<file path="src/rtl/pwm_duty_calc_if.sv">
// Handshake/result bundle between the PWM phase detector, the duty calculator
// and the register slice that consumes its results.
interface pwm_duty_calc_if #(
  parameter int CNT_W  = 32,
  parameter int FRAC_W = 10
);
  logic [CNT_W-1:0] count_high_pwm;
  logic [CNT_W-1:0] count_low_pwm;
  logic             hready_intr;
  logic             lready_intr;
  logic             err_clr;
  logic [FRAC_W:0]  duty;
  logic [CNT_W:0]   period;
  logic             duty_valid;
  logic             busy;
  logic             overrun;
  logic             div_zero;

  modport master (
    output count_high_pwm, count_low_pwm, hready_intr, lready_intr, err_clr,
    input  duty, period, duty_valid, busy, overrun, div_zero
  );

  modport slave (
    input  count_high_pwm, count_low_pwm, hready_intr, lready_intr, err_clr,
    output duty, period, duty_valid, busy, overrun, div_zero
  );
endinterface

</file>
<file path="src/rtl/pwm_duty_calc.sv">
// Pairs high/low phase counts and computes duty = floor(high * 2^FRAC_W / (high + low))
// with a bit-serial restoring divider; results are strobed by duty_valid.
module pwm_duty_calc #(
  parameter int CNT_W  = 32,
  parameter int FRAC_W = 10
) (
  input logic              clk,
  input logic              reset,
  pwm_duty_calc_if.slave   bus
);

  localparam int CW = $clog2(FRAC_W + 1);

  typedef enum logic [1:0] {
    IDLE = 2'd0,
    DIV  = 2'd1,
    DONE = 2'd2
  } state_t;

  state_t            state_q, state_d;
  logic [CNT_W-1:0]  high_held_q, high_held_d;
  logic              high_vld_q, high_vld_d;
  logic [CNT_W:0]    sum_q, sum_d;
  logic [CNT_W+1:0]  rem_q, rem_d;
  logic [FRAC_W:0]   quo_q, quo_d;
  logic [CW-1:0]     cnt_q, cnt_d;
  logic [FRAC_W:0]   duty_q, duty_d;
  logic [CNT_W:0]    period_q, period_d;
  logic              duty_valid_q, duty_valid_d;
  logic              busy_q, busy_d;
  logic              overrun_q, overrun_d;
  logic              div_zero_q, div_zero_d;

  logic              pair_done;
  logic [CNT_W:0]    pair_sum;
  logic              rem_ge;
  logic [CNT_W+1:0]  rem_sub;
  logic              overrun_set;
  logic              div_zero_set;

  // A low count only forms a pair when a high count is already waiting.
  assign pair_done = bus.lready_intr & high_vld_q;
  assign pair_sum  = {1'b0, high_held_q} + {1'b0, bus.count_low_pwm};
  assign rem_ge    = rem_q >= {1'b0, sum_q};
  assign rem_sub   = rem_q - {1'b0, sum_q};

  always_comb begin
    high_vld_d  = high_vld_q;
    high_held_d = high_held_q;
    if (pair_done) begin
      high_vld_d = 1'b0;
    end
    // Capture after pairing so a simultaneous high is kept for the next pair.
    if (bus.hready_intr) begin
      high_held_d = bus.count_high_pwm;
      high_vld_d  = 1'b1;
    end
  end

  always_comb begin
    state_d      = state_q;
    sum_d        = sum_q;
    rem_d        = rem_q;
    quo_d        = quo_q;
    cnt_d        = cnt_q;
    duty_d       = duty_q;
    period_d     = period_q;
    duty_valid_d = 1'b0;
    busy_d       = busy_q;
    div_zero_set = 1'b0;
    overrun_set  = 1'b0;

    case (state_q)
      IDLE: begin
        if (pair_done) begin
          sum_d  = pair_sum;
          rem_d  = {2'b00, high_held_q};
          quo_d  = '0;
          cnt_d  = CW'(FRAC_W);
          busy_d = 1'b1;
          if (pair_sum == '0) begin
            state_d      = DONE;
            div_zero_set = 1'b1;
          end else begin
            state_d = DIV;
          end
        end
      end
      DIV: begin
        overrun_set = pair_done;
        if (rem_ge) begin
          quo_d[cnt_q] = 1'b1;
          rem_d        = rem_sub << 1;
        end else begin
          rem_d = rem_q << 1;
        end
        if (cnt_q == '0) begin
          state_d = DONE;
        end else begin
          cnt_d = cnt_q - 1'b1;
        end
      end
      DONE: begin
        overrun_set  = pair_done;
        duty_d       = quo_q;
        period_d     = sum_q;
        duty_valid_d = 1'b1;
        busy_d       = 1'b0;
        state_d      = IDLE;
      end
      default: begin
        state_d = IDLE;
      end
    endcase
  end

  // Sticky flags: a new event in the same cycle wins over the clear.
  always_comb begin
    overrun_d  = overrun_q;
    div_zero_d = div_zero_q;
    if (bus.err_clr) begin
      overrun_d  = 1'b0;
      div_zero_d = 1'b0;
    end
    if (overrun_set) begin
      overrun_d = 1'b1;
    end
    if (div_zero_set) begin
      div_zero_d = 1'b1;
    end
  end

  always_ff @(posedge clk or negedge reset) begin
    if (!reset) begin
      state_q      <= IDLE;
      high_held_q  <= '0;
      high_vld_q   <= 1'b0;
      sum_q        <= '0;
      rem_q        <= '0;
      quo_q        <= '0;
      cnt_q        <= '0;
      duty_q       <= '0;
      period_q     <= '0;
      duty_valid_q <= 1'b0;
      busy_q       <= 1'b0;
      overrun_q    <= 1'b0;
      div_zero_q   <= 1'b0;
    end else begin
      state_q      <= state_d;
      high_held_q  <= high_held_d;
      high_vld_q   <= high_vld_d;
      sum_q        <= sum_d;
      rem_q        <= rem_d;
      quo_q        <= quo_d;
      cnt_q        <= cnt_d;
      duty_q       <= duty_d;
      period_q     <= period_d;
      duty_valid_q <= duty_valid_d;
      busy_q       <= busy_d;
      overrun_q    <= overrun_d;
      div_zero_q   <= div_zero_d;
    end
  end

  assign bus.duty       = duty_q;
  assign bus.period     = period_q;
  assign bus.duty_valid = duty_valid_q;
  assign bus.busy       = busy_q;
  assign bus.overrun    = overrun_q;
  assign bus.div_zero   = div_zero_q;

endmodule

</file>
<file path="src/flat_wrapper.sv">
// flat-port wrapper written by rule: the top's interface ports become plain ports
module pwm_duty_calc_flat 
#(
  parameter int CNT_W  = 32,
  parameter int FRAC_W = 10
)
  (clk, reset, bus_count_high_pwm, bus_count_low_pwm, bus_hready_intr, bus_lready_intr, bus_err_clr, bus_duty, bus_period, bus_duty_valid, bus_busy, bus_overrun, bus_div_zero);
  pwm_duty_calc_if #(.CNT_W(CNT_W), .FRAC_W(FRAC_W)) bus_i ();
  input logic clk;
  input logic reset;
  input wire logic [$bits(bus_i.count_high_pwm)-1:0] bus_count_high_pwm;
  input wire logic [$bits(bus_i.count_low_pwm)-1:0] bus_count_low_pwm;
  input wire logic [$bits(bus_i.hready_intr)-1:0] bus_hready_intr;
  input wire logic [$bits(bus_i.lready_intr)-1:0] bus_lready_intr;
  input wire logic [$bits(bus_i.err_clr)-1:0] bus_err_clr;
  output wire logic [$bits(bus_i.duty)-1:0] bus_duty;
  output wire logic [$bits(bus_i.period)-1:0] bus_period;
  output wire logic [$bits(bus_i.duty_valid)-1:0] bus_duty_valid;
  output wire logic [$bits(bus_i.busy)-1:0] bus_busy;
  output wire logic [$bits(bus_i.overrun)-1:0] bus_overrun;
  output wire logic [$bits(bus_i.div_zero)-1:0] bus_div_zero;
  assign bus_i.count_high_pwm = bus_count_high_pwm;
  assign bus_i.count_low_pwm = bus_count_low_pwm;
  assign bus_i.hready_intr = bus_hready_intr;
  assign bus_i.lready_intr = bus_lready_intr;
  assign bus_i.err_clr = bus_err_clr;
  assign bus_duty = bus_i.duty;
  assign bus_period = bus_i.period;
  assign bus_duty_valid = bus_i.duty_valid;
  assign bus_busy = bus_i.busy;
  assign bus_overrun = bus_i.overrun;
  assign bus_div_zero = bus_i.div_zero;
  pwm_duty_calc #(.CNT_W(CNT_W), .FRAC_W(FRAC_W)) u_core (.clk(clk), .reset(reset), .bus(bus_i));
endmodule
</file>
<file path="config.mk">
export PLATFORM = sky130hd
export DESIGN_NAME = pwm_duty_calc_flat
export DESIGN_NICKNAME = d
export VERILOG_FILES = /design/src/rtl/pwm_duty_calc_if.sv /design/src/rtl/pwm_duty_calc.sv /design/src/flat_wrapper.sv
export SDC_FILE = /design/constraint.sdc
export NUM_CORES = 1
export LEC_CHECK = 0
export ABC_CLOCK_PERIOD_IN_PS = 5100
export CORE_ASPECT_RATIO = 0.5
export CORE_MARGIN = 1
export CORE_UTILIZATION = 65
export DETAILED_ROUTE_END_ITERATION = 8
export DONT_BUFFER_PORTS = 1
export PLACE_DENSITY_LB_ADDON = 0.05
export SYNTH_ARGS = -nofsm -noshare
export SYNTH_HDL_FRONTEND = slang
export SYNTH_SLANG_ARGS = --single-unit
</file>
<file path="constraint.sdc">
create_clock -name clk -period 5.1 [get_ports clk]
set_clock_uncertainty 0.1 [all_clocks]
set_input_delay 0.51 -clock clk [delete_from_list [all_inputs] [get_ports clk]]
set_output_delay 0.51 -clock clk [all_outputs]
set_load 0.01 [all_outputs]
</file>
==> metrics <==
1st-pass router iterations 5; Yosys reg bits roughly 170; Max Slew Vio Count 0; via count roughly 9,400; Tot Pwr ~8.2 mW; Req. time, crit path approximately 5.3 ns; ys async rst share 100%; first-pass GRT wire length ~49 mm; final hold vios 0; Worst setup startpoint u_core.high_held_q[0]; clock power share 17.1%; root buffer cell clkbuf_16; most common cell after layout, fill and taps aside dfrtp_1; Die H just over 90 um; Crit path buffers/inverters 0; number of remaining DRC errors 0; layout cell share with drive strength beyond 1 about an eighth; Die Area around 17,000 um^2; Netlist cell types 73; Post-CTS Resized 0; largest net degree at the start of global routing ~170; DP Area approximately 11,000 um^2; DR iter-0 viols just under 800; worst skew pair latency 0.44 ns; dpl cells ~1,300; Max-cap violations 0; clk slew on worst S/H paths ~0.060 ns; IR drop worst, VDD approximately 0.36 mV; Crit path largest cell delay 0.71 ns; met2 GRT Util between 50% and 60%; Avg WL per Cell 22.8 um; most frequent cells in the layout 165 x dfrtp_1, 100 x nand2_1, 85 x o21ai_0; worst min-delay path category input pin to async pin; Internal Power approximately 4.4 mW; clock buffer depth 2; DP Worst Slack roughly 0.7 ns; Arr. time, crit path 4.72 ns; Mean Syn Cell Area approximately 9.2 um^2; Post-Route Utilization ~73%; met3 usage between 10% and 20%; critical path class flop to flop; Ys Warns 0; WHS around 0.010 ns; Primary FF master, synth dfrtp_1; Mapped Nets 1,313; routability cong. 0.982; endpoints failing setup 0; Worst R2R End u_core.state_q[0]; highest net fanout along the worst path 4; Initial Utilization about 68%; Reg area slightly above 4000 um^2; register area share after synthesis 38.2%; status finished clean; depth of the most critical reg-to-reg path 12; Logic pwr share 54.7%; Layout area overhead 7.53%; Avg Vias per Cell between 6 and 7; flop2flop setup slack just over 0.6 ns; H-tree Lvls 4; number of synthesized flops with an enable pin 0; synthesized instance count between 1,000 and 1,500; synthesized area between 10,000 and 15,000 um^2; fill count between 1,000 and 1,500; total grt overflow 0; dpl hpwl approximately 23 mm; power density over cell area 706 nW/um^2; Seq pwr share approximately 28%; critical path, cell by cell ha_1 > fa_1 > a211oi_1 > o311a_1 > o21bai_1 > o21a_1 > a41oi_1 > xor2_1 > nand3_1 > nor4_1 > nand3_1 > a31o_1; post-route setup TNS 0 ns; f_max approximately 220 MHz; max_slew headroom between 20% and 30%; Switch Pwr ~3.8 mW; initial antenna violation count 5; final net count roughly 1,300; met1 Use GR a little over half; vias in the first global route roughly 9,000; clock sinks roughly 170; R2R Path Start u_core.high_held_q[0]; # IOs around 120; leak pwr just over 5 nW; startpoint types flop; CP Capture Type flop; post-route ant nets 0; TritonCTS clock tree yes; slowest CP cell nor4_1; CP delay by family, top compound AO/OA/AOI/OAI gates; switching share of power between 40% and 50%; setup ws final around 0.6 ns; core region area roughly 16,000 um^2; CTS Buf Count 17; drt total wl about 31 mm; multi-input logic area 6270 um^2; Tmin final 4.49 ns; # rows 32; actual slew at the worst max-slew pin roughly 1.1 ns; Tcrit/Tclk final between 80% and 90%; gr busiest metal met2; Die X approximately 180 um; Final Cell Area between 10,000 and 15,000 um^2; Non-Filler Instances roughly 1,400; Tot GR Track Use between 30% and 40%; crit-path most repeated cell nand3_1; RSZ-0062 raised after global routing no; IO Port Bufs 0
area by class of cell:
| class | instances | area share [%] |
|---|---|---|
| clock inverter | 10 | 1.46 |
| tap | 221 | 2.38 |
| timing repair buffer | 11 | 0.883 |
| sequential | 165 | 35.5 |
| clock buffer | 21 | 3.96 |
| inverter | 53 | 1.71 |
| antenna | 5 | 0.108 |
| multi-input combinational | 892 | 54.0 |
power by group through the flow:
stage          Combinational, mW  Sequential [mW]  Clock, mW
2_1_floorplan               3.39             2.15          0
3_5_place_dp                4.33             2.32          0
3_3_place_gp                4.23             2.30          0
4_1_cts                     4.40             2.30       1.41
6_report                    4.49             2.32       1.40
5_1_grt                     4.92             2.37       1.46
flip-flops by register name, indices dropped and copies added, names as in the netlist:
signal                 count
u_core.bus.busy            1
u_core.bus.div_zero        1
u_core.bus.duty           11
u_core.bus.duty_valid      1
u_core.bus.overrun         1
u_core.bus.period         33
u_core.cnt_q               4
u_core.high_held_q        32
u_core.high_vld_q          1
u_core.quo_q              11
u_core.rem_q              34
u_core.state_q             2
u_core.sum_q              33
worst max path at each step:
stage	cells after the start	endpoint	slack, ns
detailed placement	12	u_core.state_q[0]	0.72
global placement	12	u_core.state_q[0]	0.88
finish	12	u_core.state_q[0]	0.61
global route	12	u_core.state_q[0]	0.33
CTS	12	u_core.state_q[0]	0.69
floorplan	12	u_core.state_q[0]	1.73
synth_stat cells, drive strengths merged, types with 5 or more instances:
cell	number	share of area [%]
nand4	9	0.52
and2	9	0.52
mux2	79	8.2
a31o	5	0.41
buf	12	0.56
inv	53	1.8
a31oi	26	1.5
o22ai	6	0.35
o211a	7	0.65
o21a	15	1.0
or3	12	0.69
nor2	56	2.0
and3	11	0.64
mux2i	8	0.74
a21o	32	2.2
ha	73	8.5
xnor2	30	2.4
o31ai	8	0.60
nand3	37	1.7
nor3	20	0.97
a211oi	17	1.3
dfrtp	165	38
clkbuf	47	1.6
o21ai	124	5.8
nor2b	5	0.29
nand2b	11	0.64
o211ai	12	0.88
or2	6	0.35
xor2	19	1.5
o21bai	9	0.63
nor4	7	0.46
nand2	101	3.5
a21oi	87	4.1
routing by layer:
metal	wire, um	part of all wire [%]
met1	13700	44
met2	13200	42
met3	3970	13
met4	523	1.7
met5	0	0
cell families after synthesis:
logic type               Yosys count  share of synthesized area [%]
XOR/XNOR                          49                           3.97
adder cells (fa/ha/maj)           75                           8.82
AND/OR/NAND/NOR                  294                           13.1
buffers and inverters            112                           4.03
AO/OA/AOI/OAI                    387                           22.9
multiplexers                      87                           8.97
flip-flops                       165                           38.2
repair_timing:
action / in CTS / in global routing
hold endpoints to repair: 165 / 0
hold buffers: 1 / 0
buffers inserted: 0 / 0
No activity file was read; power rests on OpenSTA's default activity.
